**src/rtl/draw_scheduler_if.sv**
```systemverilog
// draw_scheduler_if: drawer-side and VGA-side pixel bus of draw_scheduler.
// master = the scheduler; slave = the drawers plus the VGA adapter.
interface draw_scheduler_if #(
  parameter int NUM_LAYERS = 4
);
  logic [NUM_LAYERS-1:0]   drw_go;
  logic [NUM_LAYERS-1:0]   drw_done;
  logic [NUM_LAYERS-1:0]   drw_plot;
  logic [9*NUM_LAYERS-1:0] drw_x;
  logic [8*NUM_LAYERS-1:0] drw_y;
  logic [3*NUM_LAYERS-1:0] drw_color;
  logic [8:0]              x_out;
  logic [7:0]              y_out;
  logic [2:0]              color_out;
  logic                    plot_out;

  modport master (
    output drw_go, x_out, y_out, color_out, plot_out,
    input  drw_done, drw_plot, drw_x, drw_y, drw_color
  );

  modport slave (
    input  drw_go, x_out, y_out, color_out, plot_out,
    output drw_done, drw_plot, drw_x, drw_y, drw_color
  );
endinterface

```
**src/rtl/draw_scheduler.sv**
```systemverilog
// draw_scheduler: frame-level sequencer sharing the single VGA pixel port
// between NUM_LAYERS drawers. On frame_tick the enabled layers are launched
// one at a time, layer 0 first (bottom), and the active drawer's pixel stream
// is passed to the adapter through one register stage.
// Optional feature: define DRAW_SCHED_TIMEOUT_EN to abort a layer that stays
// in WAIT for TIMEOUT_CYCLES cycles and flag it on timeout_err.
// reset_n is asynchronous and active-high despite its name.
module draw_scheduler #(
  parameter int NUM_LAYERS     = 4,
  parameter int LW             = 3,
  parameter int TIMEOUT_CYCLES = 131072
) (
  input  logic                  clk,
  input  logic                  reset_n,
  input  logic                  frame_tick,
  input  logic [NUM_LAYERS-1:0] layer_en,
  draw_scheduler_if.master      bus,
  output logic [LW-1:0]         active_layer,
  output logic                  busy,
  output logic                  frame_done,
  output logic                  overrun,
  output logic                  timeout_err
);

  // Elaboration-time parameter sanity checks.
  if (NUM_LAYERS < 2 || NUM_LAYERS > 8) begin : g_bad_layers
    $error("draw_scheduler: NUM_LAYERS must be 2..8");
  end
  if ((2 ** LW) < NUM_LAYERS) begin : g_bad_lw
    $error("draw_scheduler: LW too narrow for NUM_LAYERS");
  end
  if (TIMEOUT_CYCLES < 2) begin : g_bad_timeout
    $error("draw_scheduler: TIMEOUT_CYCLES must be at least 2");
  end

  typedef enum logic [2:0] {
    S_IDLE,
    S_SELECT,
    S_LAUNCH,
    S_WAIT,
    S_ADVANCE,
    S_FINISH
  } state_t;

  state_t                state;
  state_t                next_state;
  logic [LW-1:0]         idx;
  logic [NUM_LAYERS-1:0] en_q;
  logic                  last_layer;
  logic                  wait_expired;

  logic                  sel_en;
  logic                  sel_done;
  logic                  sel_plot;
  logic [8:0]            sel_x;
  logic [7:0]            sel_y;
  logic [2:0]            sel_color;

  assign last_layer = (idx == LW'(NUM_LAYERS - 1));

  // State register.
  always_ff @(posedge clk or posedge reset_n) begin
    // NOTE: non-blocking assignments make every flop sample pre-edge values,
    // so the order of statements across sequential blocks cannot matter.
    if (reset_n) state <= S_IDLE;
    else         state <= next_state;
  end

  // Next-state logic.
  always_comb begin
    // NOTE: next_state gets a default before the case so every path assigns
    // it and no latch is inferred.
    next_state = state;
    unique case (state)
      S_IDLE:    if (frame_tick) next_state = S_SELECT;
      S_SELECT:  next_state = sel_en ? S_LAUNCH : S_ADVANCE;
      S_LAUNCH:  next_state = S_WAIT;
      S_WAIT:    if (sel_done || wait_expired) next_state = S_ADVANCE;
      S_ADVANCE: next_state = last_layer ? S_FINISH : S_SELECT;
      S_FINISH:  next_state = S_IDLE;
      default:   next_state = S_IDLE;
    endcase
  end

  // Decoded outputs; drw_go follows state so reset clears it at once.
  always_comb begin
    busy         = (state != S_IDLE) && (state != S_FINISH);
    frame_done   = (state == S_FINISH);
    active_layer = idx;
    bus.drw_go   = '0;
    for (int i = 0; i < NUM_LAYERS; i++) begin
      bus.drw_go[i] = (state == S_LAUNCH) && (idx == LW'(i));
    end
  end

  // Frame enables snapshot and layer index walk.
  always_ff @(posedge clk or posedge reset_n) begin
    if (reset_n) begin
      idx  <= '0;
      en_q <= '0;
    end else if (state == S_IDLE && frame_tick) begin
      idx  <= '0;
      en_q <= layer_en;
    end else if (state == S_ADVANCE && !last_layer) begin
      idx  <= idx + 1'b1;
    end
  end

  // Select layer idx's enable, done and pixel stream.
  always_comb begin
    sel_en    = 1'b0;
    sel_done  = 1'b0;
    sel_plot  = 1'b0;
    sel_x     = '0;
    sel_y     = '0;
    sel_color = '0;
    for (int i = 0; i < NUM_LAYERS; i++) begin
      if (idx == LW'(i)) begin
        sel_en    = en_q[i];
        sel_done  = bus.drw_done[i];
        sel_plot  = bus.drw_plot[i];
        sel_x     = bus.drw_x[9*i +: 9];
        sel_y     = bus.drw_y[8*i +: 8];
        sel_color = bus.drw_color[3*i +: 3];
      end
    end
  end

  // Registered pixel stage: coordinates track the active drawer in WAIT and
  // hold afterwards; plot is gated so only the layer in WAIT can write.
  always_ff @(posedge clk or posedge reset_n) begin
    if (reset_n) begin
      bus.plot_out  <= 1'b0;
      bus.x_out     <= '0;
      bus.y_out     <= '0;
      bus.color_out <= '0;
    end else begin
      bus.plot_out <= sel_plot && (state == S_WAIT);
      if (state == S_WAIT) begin
        bus.x_out     <= sel_x;
        bus.y_out     <= sel_y;
        bus.color_out <= sel_color;
      end
    end
  end

  // Sticky overrun: a tick outside IDLE is dropped and remembered.
  always_ff @(posedge clk or posedge reset_n) begin
    if (reset_n)                           overrun <= 1'b0;
    else if (frame_tick && state != S_IDLE) overrun <= 1'b1;
  end

`ifdef DRAW_SCHED_TIMEOUT_EN
  localparam int TW = $clog2(TIMEOUT_CYCLES + 1);

  logic [TW-1:0] wait_cnt;

  // wait_cnt holds the number of WAIT cycles already spent on this layer.
  assign wait_expired = (state == S_WAIT) && !sel_done &&
                        (wait_cnt == TW'(TIMEOUT_CYCLES - 1));

  // WAIT cycle counter, cleared as each layer launches.
  always_ff @(posedge clk or posedge reset_n) begin
    if (reset_n)                wait_cnt <= '0;
    else if (state == S_LAUNCH) wait_cnt <= '0;
    else if (state == S_WAIT)   wait_cnt <= wait_cnt + 1'b1;
  end

  // Sticky timeout flag.
  always_ff @(posedge clk or posedge reset_n) begin
    if (reset_n)           timeout_err <= 1'b0;
    else if (wait_expired) timeout_err <= 1'b1;
  end
`else
  assign wait_expired = 1'b0;
  assign timeout_err  = 1'b0;
`endif

endmodule

```
**src/flat_wrapper.sv**
```systemverilog
// flat-port wrapper written by rule: the top's interface ports become plain ports
module draw_scheduler_flat 
#(
  parameter int NUM_LAYERS     = 4,
  parameter int LW             = 3,
  parameter int TIMEOUT_CYCLES = 131072
)
  (clk, reset_n, frame_tick, layer_en, active_layer, busy, frame_done, overrun, timeout_err, bus_drw_go, bus_x_out, bus_y_out, bus_color_out, bus_plot_out, bus_drw_done, bus_drw_plot, bus_drw_x, bus_drw_y, bus_drw_color);
  draw_scheduler_if #(.NUM_LAYERS(NUM_LAYERS)) bus_i ();
  input  logic clk;
  input  logic reset_n;
  input  logic frame_tick;
  input  logic [NUM_LAYERS-1:0] layer_en;
  output logic [LW-1:0] active_layer;
  output logic busy;
  output logic frame_done;
  output logic overrun;
  output logic timeout_err;
  output wire logic [$bits(bus_i.drw_go)-1:0] bus_drw_go;
  output wire logic [$bits(bus_i.x_out)-1:0] bus_x_out;
  output wire logic [$bits(bus_i.y_out)-1:0] bus_y_out;
  output wire logic [$bits(bus_i.color_out)-1:0] bus_color_out;
  output wire logic [$bits(bus_i.plot_out)-1:0] bus_plot_out;
  input wire logic [$bits(bus_i.drw_done)-1:0] bus_drw_done;
  input wire logic [$bits(bus_i.drw_plot)-1:0] bus_drw_plot;
  input wire logic [$bits(bus_i.drw_x)-1:0] bus_drw_x;
  input wire logic [$bits(bus_i.drw_y)-1:0] bus_drw_y;
  input wire logic [$bits(bus_i.drw_color)-1:0] bus_drw_color;
  assign bus_drw_go = bus_i.drw_go;
  assign bus_x_out = bus_i.x_out;
  assign bus_y_out = bus_i.y_out;
  assign bus_color_out = bus_i.color_out;
  assign bus_plot_out = bus_i.plot_out;
  assign bus_i.drw_done = bus_drw_done;
  assign bus_i.drw_plot = bus_drw_plot;
  assign bus_i.drw_x = bus_drw_x;
  assign bus_i.drw_y = bus_drw_y;
  assign bus_i.drw_color = bus_drw_color;
  draw_scheduler #(.NUM_LAYERS(NUM_LAYERS), .LW(LW), .TIMEOUT_CYCLES(TIMEOUT_CYCLES)) u_core (.clk(clk), .reset_n(reset_n), .frame_tick(frame_tick), .layer_en(layer_en), .bus(bus_i), .active_layer(active_layer), .busy(busy), .frame_done(frame_done), .overrun(overrun), .timeout_err(timeout_err));
endmodule
```
**config.mk**
```make
export PLATFORM = sky130hd
export DESIGN_NAME = draw_scheduler_flat
export DESIGN_NICKNAME = d
export VERILOG_FILES = /design/src/rtl/draw_scheduler_if.sv /design/src/rtl/draw_scheduler.sv /design/src/flat_wrapper.sv
export SDC_FILE = /design/constraint.sdc
export NUM_CORES = 1
export LEC_CHECK = 0
export BUFFER_PORTS_ARGS = -buffer_cell sky130_fd_sc_hd__buf_2
export CORE_ASPECT_RATIO = 2
export CORE_UTILIZATION = 45
export DETAILED_ROUTE_END_ITERATION = 7
export PLACE_DENSITY = 0.94
export SLEW_MARGIN = 20
export SYNTH_ARGS = -nofsm -noshare
export SYNTH_HDL_FRONTEND = slang
export SYNTH_SLANG_ARGS = --single-unit
```
**constraint.sdc**
```tcl
create_clock -name clk -period 2.7 [get_ports clk]
set_input_delay 0.27 -clock clk [delete_from_list [all_inputs] [get_ports clk]]
set_output_delay 0.27 -clock clk [all_outputs]
set_load 0.02 [all_outputs]
```
==> summary by stage, run 1 <==
Outcome
The run finished with clean final reports.

Pwr
The worst-case vdd ir drop is 0.918 mV. For this design the static power due to leakage is 1.44 nW. Power spread over the standard cell area amounts to 1120 nW/µm².

Yosys
The number of library cell types mapped by synthesis is 39. The adder-cell share of the synthesized area is 2.81%. The compound-gate portion of the synthesized area is 31.1%. For this run, the leading register cell type out of synthesis is dfrtp_1. The largest total area in the synthesized netlist belongs to dfrtp_1. Sequential elements use 36.0% of the synthesized area. Multiplexer cells account for 2.53% of the synthesized area.

The xor/xnor share of the synthesized area is 0.394%. After technology mapping, the gate count stands at 239. The average cell area after synthesis is 9.30 µm².

The cell area after technology mapping is 2220 µm². The count of synthesis-stage warnings from yosys is 0. The synthesized design contains 0 enable-type register cells. The number of nets produced by synthesis is 339.

The simple logic cell fraction of the synthesized area is 20.3%. The share of flip-flops with an asynchronous set or reset after synthesis is 100%. The combinational family with the most area after synthesis is compound AO/OA/AOI/OAI gates. The number of register bits inferred by synthesis is 32.

The area share of the largest cell type after synthesis is 36.0%. By area the synthesized netlist is led by dfrtp_1 36%, a221oi_2 14%, o31a_1 7.9%, nand2_1 7.4%, nor2_1 4.9%.

Global route
For met3 alone, demand over resource in global routing was 3.60%. The layer with the highest usage is met2. The first global-routing pass estimated 10400 µm of wire. Global routing finished with a remaining overflow of 0. The total routing resource utilization after global routing is 27.0%. For met1 alone, demand over resource in global routing was 26.2%. The largest net degree at the start of global routing is 42. The number of global-route vias before repair is 2365. The met2 routing resource usage after global routing is 51.4%.

The number of antenna violations at the first check in global routing is 0.

Placed design
The wire-length estimate of the detail-placed layout is 5270 µm. The standard cell area after detailed placement is 2860 µm². Routability-driven placement finished with a final weighted congestion of 0.830. During placement, the flow inserted port buffers numbering 125.

Floorplan
The area of the core is 4690 µm². The row count is 35. The die is 51.7 µm wide.

The die covers 5240 µm². In this run the count of I/O pins placed on the die edge is 127. For this configuration, the core starts out at a cell density of 47.4%. Measured along the y axis, the die boundary spans 101 µm.

Route
The total vias in the final route is 2322. The total wire length is 6700 µm. The residual DRC count is 0. The length of the first detailed-routing pass in iterations is 4. In this run, the number of DRC markers left after iteration 0 of detailed routing was 46.

In this run the remaining antenna-violating nets after routing total 0. The number of vias per cell after detailed routing is 5.64. After detailed routing, the average wire length per cell comes to 16.3 µm.

STA
The clock skew is 7.80 ps. The worst path in the final design needs a cycle of 2240 ps, including I/O delays and setup. The share of the clock period used by the worst path is 82.8%.

The max-slew violation total from the final report is 0. Final hold analysis gives a worst-case slack of 62.6 ps. The final sum of negative setup slack is 0 ps. The hold violation count in the final report is 0. The number of failing setup endpoints in the final timing report is 0. Based on the critical path, the design can be clocked at up to 447 MHz.

The worst pin sits at a relative slew slack of 60.4%. Setup repair after global routing left no endpoint under its margin. The transition time at the pin with the least slew margin is 593 ps.

Cells and area
The repair_antennas step left the layout with diodes totalling 0. The finished cells cover 2950 µm². Summing all flip-flop and latch instances after layout gives 801 µm².

The share of final-layout standard cells stronger than drive strength 1 is 47.3%. The multi-input gate area in the final layout is 1280 µm². Counting the fill cells in the layout gives 415. Compared with the post-synthesis result, the final layout area differs by 32.9%. In the final design database the tool counted 456 nets.

Clocking
The H-tree was split into 2 levels. The clock reaches the later pin of the worst-skew pair after 280 ps. Once the clock tree was built, the resizer swapped 0 gates to a different size. TritonCTS built the clock tree. The post-cts hold buffer count is 0. The clock sink count is 32. The number of buffers between clock root and the deepest sink is 2. The cell at the root of the clock tree is clkbuf_8.

The post-CTS repair timing setup buffer count is 0. The post-CTS clock slew at the launch and capture registers of the worst setup and hold paths is 70 ps. The number of buffers created by CTS is 5.

Critical path
The arrival time of data at the critical path endpoint is 1970 ps. The critical path is of the reg2out type. At the worst endpoint, the required time is 2430 ps. The worst setup path is launched from a flip-flop. Of all nets on the critical path, the largest fanout is 22. The depth of the worst register-to-register path is 7. The worst setup path is captured at an output pin.

Hold path
The classification of the worst-slack hold path is in2async.

Job
The tool flagged a number of max-cap violations equal to 0.
## kinds of logic (layout without fill, tap and decap cells)
family,count (synthesis),in the layout
simple gates,92,92
xor+xnor,1,1
buf+inv,27,145
compound gates,76,76
fa+ha+maj,5,5
flops,32,32
other cells,1,1
mux,5,5
## critical path: stages (launching register included)
cell and delay, ps:
dfrtp_1 410, inv_1 110, ha_1 300, and2b_4 490, and3_1 210, buf_2 160
## Yosys cell counts, types with 2 or more instances
cell / number
nor3b_1: 2
o21ai_1: 18
o31ai_1: 2
a221oi_1: 2
o31a_1: 20
buf_6: 4
o21ai_0: 2
dfrtp_1: 32
inv_1: 6
buf_4: 3
clkbuf_1: 8
a221oi_2: 20
ha_1: 5
nand2_1: 44
nand2b_1: 3
o21ai_2: 2
nor4b_4: 2
buf_2: 5
nor2_1: 29
or3_1: 2
a21oi_1: 5
mux2_2: 5
and3_1: 2
## registers in the layout, summed over array words and instances, names as in the netlist
| register | flops |
|---|---|
| u_core.bus.y_out | 8 |
| u_core.active_layer | 3 |
| u_core.bus.plot_out | 1 |
| u_core.bus.x_out | 9 |
| u_core.en_q | 4 |
| u_core.overrun | 1 |
| u_core.state | 3 |
| u_core.bus.color_out | 3 |
## layout by cell type, fill, tap and decap left out, types with 2 or more instances in the layout
master / instances
mux2_2: 5
o21ai_1: 18
clkbuf_1: 2
or3_1: 2
o21ai_2: 2
a21oi_1: 5
o31ai_1: 2
nor4b_4: 2
buf_4: 4
and3_1: 2
o21ai_0: 2
o31a_1: 20
nand2b_1: 3
nand2_1: 44
dfrtp_1: 32
buf_12: 2
a221oi_2: 20
buf_2: 125
clkbuf_8: 6
inv_1: 6
nor2_1: 29
ha_1: 4
a221oi_1: 2
nor3b_1: 2
## power breakdown
group          internal [mW]  switching (mW)
combinational          0.963            1.14
clock                  0.208           0.170
sequential             0.670           0.170
## layout make-up
| class | instances | share of cell area, % |
|---|---|---|
| tap | 55 | 2.33 |
| clock buffer | 8 | 3.05 |
| inverter | 6 | 0.762 |
| multi-input combinational | 180 | 43.2 |
| sequential | 32 | 27.1 |
| timing repair buffer | 131 | 23.5 |
## final timing paths
check	start	end	slack, ps
max	u_core.active_layer[1]$_DFFE_PP0P_	bus_drw_go[1]	460
min	reset_n	u_core.active_layer[0]$_DFFE_PP0P_	60
max reg2reg	u_core.active_layer[1]$_DFFE_PP0P_	u_core.bus.x_out[0]$_DFFE_PP0N_	500
min reg2reg	u_core.overrun$_DFFE_PP0P_	u_core.overrun$_DFFE_PP0P_	470
max in group asynchronous	reset_n	u_core.bus.y_out[3]$_DFFE_PP0N_	2330
min in group clk	layer_en[1]	u_core.en_q[1]$_DFFE_PP0P_	220
## routing by layer
metal,routed length [µm],vias up
met1,2320,1103
li1,-,1096
met5,0,-
met3,267,25
met4,292,0
met2,3820,98
## per-stage QoR
stage	cells	utilization (%)	setup WS (ps)	total power, mW
after floorplan	239	-	742	2.45
after detailed placement	404	61.1	548	2.95
final	412	63.0	465	3.32
after CTS	412	63.0	450	3.33
after global placement	404	61.1	666	2.86
after global routing	412	63.0	370	3.55
No activity file was read; power rests on OpenSTA's default activity.
==> run 2, diff against run 1 <==
--- a/config.mk
+++ b/config.mk
@@ -5,11 +5,12 @@
 export SDC_FILE = /design/constraint.sdc
 export NUM_CORES = 1
 export LEC_CHECK = 0
+export ABC_AREA = 1
 export BUFFER_PORTS_ARGS = -buffer_cell sky130_fd_sc_hd__buf_2
 export CORE_ASPECT_RATIO = 2
-export CORE_UTILIZATION = 45
+export CORE_UTILIZATION = 44
 export DETAILED_ROUTE_END_ITERATION = 7
-export PLACE_DENSITY = 0.94
+export PLACE_DENSITY = 0.92
 export SLEW_MARGIN = 20
 export SYNTH_ARGS = -nofsm -noshare
 export SYNTH_HDL_FRONTEND = slang
==> constraint.sdc (replaced) <==
create_clock -name clk -period 2.18 [get_ports clk]
set_input_delay 0.218 -clock clk [delete_from_list [all_inputs] [get_ports clk]]
set_output_delay 0.218 -clock clk [all_outputs]
set_load 0.02 [all_outputs]
==> summary by stage, run 2 <==
Route
The residual DRC count is 0 (unchanged). The number of vias per cell after detailed routing was 4.87 (-14%). The length of the first detailed-routing pass in iterations is 4 (unchanged). The post-detailed-route count of antenna-violating nets is 0 (unchanged).

The total vias in the final route came to 2527 (+8.8%). The total wire length came to 6330 µm (-5.6%). The starting DRC count in detailed routing is 57 (+24%). The routed wirelength normalized by instance count is 12.2 µm (-25%).

Yosys
Ranked by total cell area, the synthesized netlist is headed by dfrtp_1 36%, nand2_1 23%, nor2_1 8.1%, nand3_1 7.2%, o21ai_1 4.9%. The number of register bits inferred by synthesis is 32 (unchanged). The average cell area after synthesis is 6.51 µm² (-30%). The top cell type by total area after synthesis is dfrtp_1. The most instantiated library cell after synthesis is nand2_1. The count of synthesis-stage warnings from yosys is 0 (unchanged).

The share of flip-flops with an asynchronous set or reset after synthesis is 100% (unchanged). By count the netlist is led by 134 x nand2_1, 48 x nor2_1, 32 x dfrtp_1, 32 x nand3_1, 22 x o21ai_1. The number of synthesized flops with an enable pin was 0 (unchanged). The number of nets produced by synthesis came to 442 (+30%). The area share of the largest cell type after synthesis came to 36.0% (-0.040 points). The cell area after technology mapping is 2230 µm² (+0.11%). The top flip-flop cell by instance count after synthesis is dfrtp_1. The number of library cell types mapped by synthesis is 28 (-28%). The number of cells produced by synthesis came to 342 (+43%). The share of the yosys chip area belonging to registers is 36.0% (-0.040 points).

STA
The number of failing setup endpoints in the final timing report came to 0 (unchanged). The clock skew is 5.35 ps (-2.46 ps). The post-layout worst setup margin is 176 ps (-289 ps). After layout, the worst path uses 91.9% of the clock period. The max-slew violation total from the final report came to 0 (unchanged).

The final sum of negative setup slack is 0 ps (unchanged). The transition time at the pin with the least slew margin was 524 ps (-68.4 ps). The relative slew slack was 65.0% (+4.5 points).

Setup repair after global routing left no endpoint under its margin. The hold violation count in the final report is 0 (unchanged). Derived from the worst setup path, the maximum achievable clock frequency is 499 MHz. The clock period minus final worst setup slack is 2000 ps.

Critical path
The largest stage delay on the critical path was 420 ps (-70 ps). In this design, the critical path's most frequently occurring cell is ha_1. STA classifies the critical path endpoint as an output pin.

Among all stages on the critical path, the largest delay is contributed by dfrtp_1. The kind of start point of the critical path is a flip-flop. The largest fanout on the critical path is 17 (-23%). The gate family responsible for the most delay along the worst path is buffers and inverters. Traced cell by cell, the critical path runs through ha_1 -> ha_1 -> inv_1 -> buf_4 -> nor2_1 -> buf_2.

The arrival time of data at the critical path endpoint is 1790 ps (-180 ps). The total buffers and inverters traversed by the critical path is 3 (+1). The required time of the worst setup path is 1960 ps (-470 ps). The type of the worst setup path is reg2out.

Cells and area
In the final layout, the registers with the most flip-flops are u_core.bus.x_out x9, u_core.bus.y_out x8, u_core.en_q x4. The top cell types in the final layout, fill and taps aside, are 134 x nand2_1, 125 x buf_2, 48 x nor2_1. The filler cell count in the final layout came to 476 (+15%). The library cell used most frequently in the layout, excluding fill and tap cells, is nand2_1. The share of final-layout standard cells stronger than drive strength 1 is 34.4% (-13 points).

The final net count is 561 (+23%). The area growth from synthesis to final layout is 32.8% (about the same). The count of antenna diodes in the layout is 0 (unchanged). The flip-flop count of the largest register, all copies and words added is 9 (unchanged). The largest register by flop count is u_core.bus.x_out.

Floorplan
The area of the die is 5360 µm² (+2.3%). The number of placed I/O pins is 127 (unchanged). The area of the core is 4860 µm² (+3.8%). The overall die width came to 52.3 µm (+1.1%). The die height is 103 µm (+1.2%). The effective utilization at floorplan is 45.8% (-1.7 points). The row count is 36 (+2.9%).

Clocking
The worst-skew pair later-pin latency was 280 ps (about the same). The post-CTS clock slew at the launch and capture registers of the worst setup and hold paths is 70 ps (about the same). The number of gates given a new drive strength after cts is 0 (unchanged).

The number of buffers between clock root and the deepest sink is 2 (unchanged). The TritonCTS clock tree is yes. The root buffer cell chosen for the clock tree is clkbuf_8. The post-cts hold buffer count was 0 (unchanged).

The H-tree depth reported by CTS is 2 (unchanged). The post-CTS repair timing setup buffer count is 0 (unchanged). The clock sink count is 32 (unchanged). The number of buffers created by CTS is 5 (unchanged).

Global route
The total routing resource utilization after global routing came to 24.5% (-2.5 points). The number of global-route vias before repair is 2212 (-6.5%). The total overflow reported by the global router is 0 (unchanged). The largest net degree at the start of global routing is 47 (+12%).

The number of antenna violations at the first check in global routing is 0 (unchanged). The first-pass GRT wire length is 9870 µm (-4.8%).

Placed design
The worst slack after detailed placement is 284 ps (-265 ps). The count of buffers from port buffering came to 125 (unchanged). The final weighted congestion of routability-driven global placement came to 0.883 (+6.4%). The half-perimeter wire length of the detailed placement result is 4860 µm (-7.8%).

Pwr
The worst-case vdd ir drop is 0.433 mV (-53%). The power per standard cell area is 426 nW/µm² (-62%). The cell leakage power is 1.84 nW (+28%).

Job
The max-cap check violation count is 0 (unchanged).

Outcome
The run finished with clean final reports.

Hold path
The classification of the worst-slack hold path is in2async.
## run 2: changes by cell type after synthesis, moves of 4 or more
cell,delta
nor2_1,+19
a221oi_2,-20
mux2_2,-5
o21ai_1,+4
nand2_2,+12
nand2_1,+90
o31a_1,-20
inv_1,+9
nand3_1,+31
clkbuf_1,-4
## run 2: layout make-up
class / instances / area [µm²] / share of cell area [%]
tap: 57 / 71.3 / 2.41
sequential: 32 / 801 / 27.1
clock inverter: 2 / 35.0 / 1.19
inverter: 17 / 66.3 / 2.24
clock buffer: 6 / 72.6 / 2.46
multi-input combinational: 275 / 1250 / 42.2
timing repair buffer: 130 / 663 / 22.4
## run 2: kinds of logic after synthesis
logic type	Yosys count	share of synthesized area, %
AND/OR/NAND/NOR	235	45.1
buffers and inverters	35	8.04
AO/OA/AOI/OAI	34	7.93
flip-flops	32	36.0
adder cells (fa/ha/maj)	5	2.81
other	1	0.168
## run 2: worst paths after layout
check | slack (ps) | endpoint | cells past startpoint | from
setup / recovery | 180 | bus_drw_go[3] | 6 | u_core.active_layer[0]$_DFFE_PP0P_
hold / removal | 20 | u_core.overrun$_DFFE_PP0P_ | 3 | reset_n
setup reg to reg | 260 | u_core.bus.x_out[8]$_DFFE_PP0N_ | 11 | u_core.active_layer[0]$_DFFE_PP0P_
hold reg to reg | 460 | u_core.overrun$_DFFE_PP0P_ | 1 | u_core.overrun$_DFFE_PP0P_
max in group asynchronous | 1860 | u_core.active_layer[0]$_DFFE_PP0P_ | 3 | reset_n
min in group clk | 140 | u_core.en_q[0]$_DFFE_PP0P_ | 3 | layer_en[0]
## run 2: routing by layer
metal	vias up	global-route usage, %	share of wire (%)
li1	1307	-	-
met1	1104	29.1	39
met2	93	40.8	52
met3	23	3.98	5.0
met4	0	13.6	3.9
met5	-	0	0
## run 2: worst min-delay path, delay by kind of cell
kind,cells,cell delay [ps]
buffers and inverters,3,500
## run 2: metrics by stage
| stage | utilization (%) | instances | hold slack (ps) | total power, mW | cell area, µm² |
|---|---|---|---|---|---|
| floorplan | - | 342 | 334 | 0.626 | 2230 |
| global placement | 58.5 | 511 | 332 | 0.715 | 2850 |
| detailed placement | 58.5 | 511 | 331 | 0.716 | 2850 |
| CTS | 60.8 | 519 | 19.8 | 1.28 | 2960 |
| global route | 60.8 | 519 | 46.6 | 1.31 | 2960 |
| finish | 60.8 | 519 | 16.1 | 1.26 | 2960 |
## run 2: where the power goes
| part | switching, mW | total, mW | internal [mW] | leakage [nW] |
|---|---|---|---|---|
| Sequential | 0.00172 | 0.599 | 0.598 | 0.420 |
| Combinational | 0.0443 | 0.106 | 0.0613 | 1.36 |
| Clock | 0.215 | 0.554 | 0.339 | 0.0552 |
